[src/rtl/ps2_kbd.sv]
`default_nettype none
// ============================================================================
// Module   : ps2_kbd
// Purpose  : PS/2 keyboard receiver feeding a byte FIFO, read via an MMU
//            status/data word. Define PS2_KBD_PARITY_CHECK_EN to drop frames
//            with bad odd parity and flag them in dout[10].
// Revision : 1.0 - initial release
// ============================================================================
module ps2_kbd #(
   parameter int FIFO_DEPTH     = 8,
   parameter int TIMEOUT_CYCLES = 5000
) (
   input  logic        clock,
   input  logic        reset,
   input  logic        ps2_clk,
   input  logic        ps2_data,
   input  logic        sel,
   input  logic        re,
   output logic [31:0] dout
);
   localparam int c_aw  = $clog2(FIFO_DEPTH);
   localparam int c_wdw = $clog2(TIMEOUT_CYCLES + 1);
   localparam logic [c_wdw-1:0] c_wd_limit = c_wdw'(TIMEOUT_CYCLES);

   localparam logic [1:0] c_st_idle   = 2'd0;
   localparam logic [1:0] c_st_data   = 2'd1;
   localparam logic [1:0] c_st_parity = 2'd2;
   localparam logic [1:0] c_st_stop   = 2'd3;

   logic             r_clk_meta, r_clk_sync, r_clk_prev;
   logic             r_data_meta, r_data_sync;
   logic [1:0]       r_state, w_state_nxt;
   logic [2:0]       r_bitcnt;
   logic [7:0]       r_shift;
   logic [c_wdw-1:0] r_wdog;
   logic             r_push;
   logic [7:0]       r_push_byte;
   logic [7:0]       r_mem [FIFO_DEPTH];
   logic [c_aw:0]    r_wr_ptr, r_rd_ptr;
   logic             r_ovf;
   logic [31:0]      r_dout;

   logic w_fall, w_timeout, w_shift_en, w_accept, w_parity_ok, w_perr_bit;
   logic w_empty, w_full, w_pop_req, w_pop, w_push, w_ovf_set;
`ifdef PS2_KBD_PARITY_CHECK_EN
   logic r_parity, r_perr, w_perr_set;
`endif

   always_ff @(posedge clock or posedge reset) begin
      if (reset) begin
         r_clk_meta  <= 1'b1;
         r_clk_sync  <= 1'b1;
         r_clk_prev  <= 1'b1;
         r_data_meta <= 1'b1;
         r_data_sync <= 1'b1;
      end else begin
         r_clk_meta  <= ps2_clk;
         r_clk_sync  <= r_clk_meta;
         r_clk_prev  <= r_clk_sync;
         r_data_meta <= ps2_data;
         r_data_sync <= r_data_meta;
      end
   end

   assign w_fall    = r_clk_prev & ~r_clk_sync;
   // A falling edge on the same cycle always wins over an expiring watchdog
   assign w_timeout = (r_state != c_st_idle) && !w_fall && (r_wdog == c_wd_limit);

   always_ff @(posedge clock or posedge reset) begin
      if (reset) r_state <= c_st_idle;
      else       r_state <= w_state_nxt;
   end

   always_comb begin
      w_state_nxt = r_state;
      if (w_timeout) begin
         w_state_nxt = c_st_idle;
      end else if (w_fall) begin
         case (r_state)
            c_st_idle:   if (!r_data_sync) w_state_nxt = c_st_data;
            c_st_data:   if (r_bitcnt == 3'd7) w_state_nxt = c_st_parity;
            c_st_parity: w_state_nxt = c_st_stop;
            default:     w_state_nxt = c_st_idle;
         endcase
      end
   end

   always_comb begin
      w_shift_en = 1'b0;
      w_accept   = 1'b0;
`ifdef PS2_KBD_PARITY_CHECK_EN
      w_perr_set = 1'b0;
`endif
      case (r_state)
         c_st_data: w_shift_en = w_fall;
         c_st_stop: begin
            w_accept = w_fall & r_data_sync & w_parity_ok;
`ifdef PS2_KBD_PARITY_CHECK_EN
            w_perr_set = w_fall & r_data_sync & ~w_parity_ok;
`endif
         end
         default: ;
      endcase
   end

   always_ff @(posedge clock or posedge reset) begin
      if (reset) begin
         r_bitcnt    <= 3'd0;
         r_shift     <= 8'h00;
         r_wdog      <= '0;
         r_push      <= 1'b0;
         r_push_byte <= 8'h00;
      end else begin
         if (r_state == c_st_idle)   r_bitcnt <= 3'd0;
         else if (w_shift_en)        r_bitcnt <= r_bitcnt + 3'd1;
         if (w_shift_en)             r_shift  <= {r_data_sync, r_shift[7:1]};
         if (r_state == c_st_idle || w_fall) r_wdog <= '0;
         else if (r_wdog != c_wd_limit)      r_wdog <= r_wdog + 1'b1;
         r_push <= w_accept;
         if (w_accept) r_push_byte <= r_shift;
      end
   end

`ifdef PS2_KBD_PARITY_CHECK_EN
   assign w_parity_ok = ^{r_shift, r_parity};
   assign w_perr_bit  = r_perr;

   always_ff @(posedge clock or posedge reset) begin
      if (reset) begin
         r_parity <= 1'b0;
         r_perr   <= 1'b0;
      end else begin
         if (r_state == c_st_parity && w_fall) r_parity <= r_data_sync;
         if (w_perr_set)     r_perr <= 1'b1;
         else if (w_pop_req) r_perr <= 1'b0;
      end
   end
`else
   assign w_parity_ok = 1'b1;
   assign w_perr_bit  = 1'b0;
`endif

   // Extra pointer MSB distinguishes full from empty when the low bits match
   assign w_empty   = (r_wr_ptr == r_rd_ptr);
   assign w_full    = (r_wr_ptr[c_aw] != r_rd_ptr[c_aw]) &&
                      (r_wr_ptr[c_aw-1:0] == r_rd_ptr[c_aw-1:0]);
   assign w_pop_req = sel & re;
   assign w_pop     = w_pop_req & ~w_empty;
   assign w_push    = r_push & (~w_full | w_pop);
   assign w_ovf_set = r_push & w_full & ~w_pop;

   always_ff @(posedge clock) begin
      if (w_push) r_mem[r_wr_ptr[c_aw-1:0]] <= r_push_byte;
   end

   always_ff @(posedge clock or posedge reset) begin
      if (reset) begin
         r_wr_ptr <= '0;
         r_rd_ptr <= '0;
         r_ovf    <= 1'b0;
         r_dout   <= 32'h0;
      end else begin
         if (w_push) r_wr_ptr <= r_wr_ptr + 1'b1;
         if (w_pop)  r_rd_ptr <= r_rd_ptr + 1'b1;
         if (w_ovf_set)      r_ovf <= 1'b1;
         else if (w_pop_req) r_ovf <= 1'b0;
         r_dout <= {21'd0, w_perr_bit, r_ovf, ~w_empty,
                    w_empty ? 8'h00 : r_mem[r_rd_ptr[c_aw-1:0]]};
      end
   end

   assign dout = r_dout;

endmodule
`default_nettype wire

[config.mk]
export PLATFORM = sky130hd
export DESIGN_NAME = ps2_kbd
export DESIGN_NICKNAME = d
export VERILOG_FILES = /design/src/rtl/ps2_kbd.sv
export SDC_FILE = /design/constraint.sdc
export NUM_CORES = 1
export LEC_CHECK = 0
export BUFFER_PORTS_ARGS = -buffer_cell sky130_fd_sc_hd__buf_4
export CAP_MARGIN = 20
export CORE_MARGIN = 10
export CORE_UTILIZATION = 60
export CTS_BUF_LIST = sky130_fd_sc_hd__clkbuf_8 sky130_fd_sc_hd__clkbuf_16
export DETAILED_ROUTE_END_ITERATION = 10
export PLACE_DENSITY = 0.79
export SETUP_SLACK_MARGIN = 0.1
export SLEW_MARGIN = 40
export SYNTH_ARGS = -nofsm -noshare
export SYNTH_HDL_FRONTEND = slang
export SYNTH_SLANG_ARGS = --single-unit
[constraint.sdc]
create_clock -name clock -period 4.81 [get_ports clock]
set_clock_uncertainty 0.15 [all_clocks]
set_input_delay 0.962 -clock clock [delete_from_list [all_inputs] [get_ports clock]]
set_output_delay 0.962 -clock clock [all_outputs]
set_load 0.02 [all_outputs]
# After elaboration in Yosys (flattened, before gate mapping)
# Memory sizes are Yosys's and may differ from the RTL's.
# Index checks and enable logic that the tools add are counted.
[word_totals]
ff_bits = 59
mem_bits_rw = 64
wordCells = 71
memories = 1
[memory_table]
columns = ["memory", "depth", "width", "read_ports", "rd_ports_with_merged_regs", "wr", "line", "rtl"]
rows = [
  ["r_mem", 8, 8, 1, 0, 1, "38", "logic [7:0] r_mem [FIFO_DEPTH];"],
]
[classes]
addsub = 4
eq_ne = 11
muxes = 16
bitwise = 12
reduce_logical = 12
[op_table]
columns = ["operator", "n"]
rows = [
  ["$mux W13", 2],
  ["$add A13 B1 Y13 const B", 1],
  ["$eq A13 B13 Y1 const B", 1],
  ["$ne A13 B13 Y1 const B", 1],
  ["$reduce_bool A2 Y1", 5],
  ["$add A4 B1 Y4 const B", 2],
  ["$mux W2", 4],
  ["$mux W8", 1],
  ["$and A1 B1 Y1", 7],
  ["$mux W1", 6],
  ["$mux W3", 2],
  ["$ne A3 B3 Y1 const B", 2],
  ["$pmux W2 S3", 1],
  ["$eq A2 B2 Y1 const B", 2],
  ["$eq A4 B4 Y1", 1],
  ["$not A1 Y1", 4],
  ["$add A3 B1 Y3 const B", 1],
  ["$eq A3 B3 Y1", 1],
  ["$eq A3 B3 Y1 const B", 1],
  ["$logic_and A1 B1 Y1", 3],
  ["$reduce_and A3 Y1", 1],
  ["$eq A2 B1 Y1 const B", 1],
  ["$logic_not A2 Y1", 1],
  ["$logic_not A1 Y1", 1],
  ["3 further kinds", 3],
]

# Logic depth before layout (Yosys ltp)
[depth]
depth_word = 7
mapped_depth = 6
depth_no_buf = 6

# Least setup slack after synthesis
# No wires, ideal clock.
[synth_timing]
path_kind = "input port to flip-flop"
start = "input sel"
end = "memory r_mem[0][0], enable pin"
setup_time_ns = 0.395
t_arrival_ns = 2.130
required_ns = 4.265
setup_slack_ns = 2.136
path_stages = 4
cell_sequence = "nand2_1 nand2_1 o21ai_4 nor4_1"
[synth_between]
elab_chain_cells = 6
[synth_lines]
columns = ["item", "line", "rtl"]
rows = [
  ["start, declared", "17", "input logic sel,"],
  ["$and A1 B1 Y1", "147", "assign w_pop_req = sel & re;"],
  ["$and A1 B1 Y1", "148", "assign w_pop = w_pop_req & ~w_empty;"],
  ["$or A1 B1 Y1", "149", "assign w_push = r_push & (~w_full | w_pop);"],
  ["$and A1 B1 Y1", "149", ""],
  ["$mux W1", "153", "if (w_push) r_mem[r_wr_ptr[c_aw-1:0]] <= r_push_byte;"],
  ["$mux W1 (implied by the code)", "153", ""],
  ["end, declared", "38", ""],
]
# No other way between the ends.

# Worst setup path after layout
[layout_timing]
start = "register r_rd_ptr[2]"
end = "memory r_mem[5][0], enable pin"
[layout_between]
elab_chain_cells = 7
[layout_lines]
columns = ["item", "line", "rtl"]
rows = [
  ["start, declared", "39", "logic [c_aw:0] r_wr_ptr, r_rd_ptr;"],
  ["start signal, assigned", "164", "if (w_pop) r_rd_ptr <= r_rd_ptr + 1'b1;"],
  ["$eq A4 B4 Y1 / $eq A3 B3 Y1 (equally long branches)", "144, 146", ""],
  ["$not A1 Y1 / $logic_and A1 B1 Y1 (equally long branches)", "148, 145", ""],
  ["$and A1 B1 Y1 / $not A1 Y1 (equally long branches)", "148, 149", ""],
  ["$or A1 B1 Y1 (*)", "149", ""],
  ["$and A1 B1 Y1 (*)", "149", ""],
  ["$mux W1 (*)", "153", ""],
  ["$mux W1 (implied by the code) (*)", "153", ""],
]
# Mark *: on every way between the ends. The rest lies on a longest branch, timed or not.

==> impl_metrics.ini <==
[outcome]
outcome = finished clean

[sta]
hold_viol_final = 0
relSlewSlack = 0.4986
fmax_ghz = 0.3794
rsz0062_at_grt = false
finalCritPeriodShare = 0.5480
tns_ns = 0
worst_pin_slew_ns = 0.7493
setup_viol = 0
finalWorstSetupSlack_ns = 2.174
drv_slew = 0
whs_ns = 0.2037
min_period_ns = 2.636

[place]
gp_congestion = 0.8173
dp_hpwl_mm = 5.992
portBuffers = 15
pre_cts_slack_ns = 1.931
place_area_um2 = 5318

[clock_network]
cts_buffers = 17
clkTransAtPathRegs_ns = 0.05
cts_resized = 0
cts_setup_buffers = 0
cts_tree = done
h-tree-depth = 4
insertion_delay_ns = 0.50
cts_hold_buf = 0
cts_buffer_depth = 2
cts_root_buffer = clkbuf_8
clock-sinks = 123

[synthesis]
netlist_top_cells_count = edfxtp_1, dfrtp_1, buf_4, nor2_1, mux2_2
synth_edf_count = 64
synth_largest_area_cell = edfxtp_1
yosys_warnings = 0
synthFlopType = edfxtp_1
synth_most_common_cell = edfxtp_1
synth_top_area_frac = 0.3709
synthArstFlopShare = 0.4797
yosysUniqueCellTypes = 45
syn_area_per_cell_um2 = 15.51
ys_top_cells_by_area = edfxtp_1, dfrtp_1, mux4_2
ys_seq_area_frac = 0.6571
synthCells = 334
syn_area_um2 = 5181
ys_ff_latch = 123

[layout]
synthToLayoutAreaGrowth_pct = 14.22
nets = 373
final_area_um2 = 5918
drive_gt1_frac = 0.2459
num_antenna_cells = 0

[job]
drv_cap = 0

[floorplan]
die_height_um = 112.9
num_rows = 33
core_area_um2 = 8299
initial_core_util = 0.6243
die-area_um2 = 12750
die_w_um = 112.9
io_pins = 38

[power]
intPower_mw = 2.443
power.share.clock = 0.354
p_leak_nw = 2.375
swShare = 0.2891
switching_power_uw = 993.5
total_power_mw = 3.436
ir_worst_vdd_mv = 0.3803
comb_power_share = 0.209
seqPwrFrac = 0.437
powerDensity_nw_per_um2 = 580.6

[setup_path]
worst_ep_arrival_time_ns = 2.62
start_kind = flip-flop
r2r-start = r_rd_ptr[2]$_DFFE_PP0P_
endpoint_kind = flip-flop
r2r-end = r_mem[5][0]$_DFFE_PP_
cp.required_ns = 4.79
r2r_setup_slack_ns = 2.17
reg2reg_depth = 4
endpoint = r_mem[5][0]$_DFFE_PP_
cp_max_fo = 11
worst-setup-path-type = reg2reg
startpoint = r_rd_ptr[2]$_DFFE_PP0P_

[route]
drtIter0Drc = 108
wire_per_inst_um = 19.19
wirelength_mm = 9.113
detail-route-antenna-nets = 0
vias = 2661
drc = 0
via_per_inst = 5.602
detail_route.first_pass.iterations = 4

[min_path]
holdCritPathClass = reg2reg

[global_route]
antenna_found_initial = 0
overflow = 0
grt_pass1_vias = 2871
grt_max_degree = 60
grt_usage = 0.1531
grt_pass1_wl_mm = 15.15
worst min-delay path by stage:
stage,from,end,slack (ns),depth (start not counted)
CTS,r_clk_meta$_DFF_PP1_,r_clk_sync$_DFF_PP1_,0.20,0
detailed placement,r_clk_meta$_DFF_PP1_,r_clk_sync$_DFF_PP1_,0.20,0
global placement,r_data_meta$_DFF_PP1_,r_data_sync$_DFF_PP1_,0.20,0
floorplan,r_clk_meta$_DFF_PP1_,r_clk_sync$_DFF_PP1_,0.20,0
global route,r_data_meta$_DFF_PP1_,r_data_sync$_DFF_PP1_,0.21,0
finish,r_clk_meta$_DFF_PP1_,r_clk_sync$_DFF_PP1_,0.20,0
kinds of logic (layout without fill, tap and decap cells):
kind of cell             count (synthesis)  in the layout  share of synthesized area
buffers and inverters                   45             60                    0.05289
XOR/XNOR                                20             20                    0.03526
flip-flops                             123            123                     0.6571
AO/OA/AOI/OAI                           19             19                    0.02512
multiplexers                            43             43                     0.1311
other                                    1             22                  0.0007238
AND/OR/NAND/NOR                         73             73                    0.07365
adder cells (fa/ha/maj)                 10             10                    0.02415
power groups by stage:
stage	registers, mW	logic [mW]	clock network (mW)
final	1.50	0.717	1.22
after global routing	1.53	0.790	1.29
after CTS	1.50	0.730	1.24
after detailed placement	1.52	0.722	0
after global placement	1.50	0.685	0
after floorplan	1.45	0.585	0
cells in the final DEF (no fill, tap or decap), drive strengths merged, types with 2 or more instances in the layout:
master   n
a21oi    6
and3     2
buf     18
clkbuf  24
clkinv   2
conb    22
dfrtp   54
dfstp    5
edfxtp  64
ha      10
inv     15
mux2    18
mux2i    9
mux4    16
nand2    8
nand2b   3
nand3   11
nand4    3
nor2    22
nor3     9
nor4     3
o211ai   6
o21ai    5
or2      2
or3      3
xnor2    9
xor2    11
worst max-delay path, cell delays in order (launching register included):
cell and delay [ns]:
dfrtp_1 0.67, xor2_1 0.41, or3_4 0.23, o211ai_1 0.16, nor2_1 0.64
registers in the layout (all words and copies together), names as in the netlist:
| name | count |
|---|---|
| r_data_meta | 1 |
| r_mem | 64 |
| r_clk_prev | 1 |
| r_wr_ptr | 4 |
| r_state | 2 |
| r_shift | 8 |
| r_wdog | 13 |
| r_ovf | 1 |
| r_rd_ptr | 4 |
| r_push | 1 |
| r_clk_meta | 1 |
| r_data_sync | 1 |
| r_clk_sync | 1 |
| dout | 10 |
| r_push_byte | 8 |
| r_bitcnt | 3 |
layer usage:
metal | routed length [um] | vias to the layer above | global-route usage
met4 | 91 | 0 | 0.06345
li1 | - | 1229 | -
met5 | 0 | - | 0
met1 | 3623 | 1345 | 0.1749
met3 | 629 | 10 | 0.05705
met2 | 4769 | 77 | 0.2542
per-stage QoR:
stage | util | std cells
finish | 0.7131 | 475
global route | 0.7131 | 475
floorplan | - | 355
global placement | 0.6374 | 443
CTS | 0.7123 | 475
detailed placement | 0.6407 | 443
cell type report:
cell class | instances | area [um^2]
clock inverter | 8 | 61.31
multi-input combinational | 187 | 1614
sequential | 123 | 3406
fill | 510 | 2381
timing repair buffer | 18 | 135.1
tap | 105 | 131.4
clock buffer | 24 | 533.0
inverter | 10 | 37.54
Note: power is estimated with default switching activity, not from simulation.
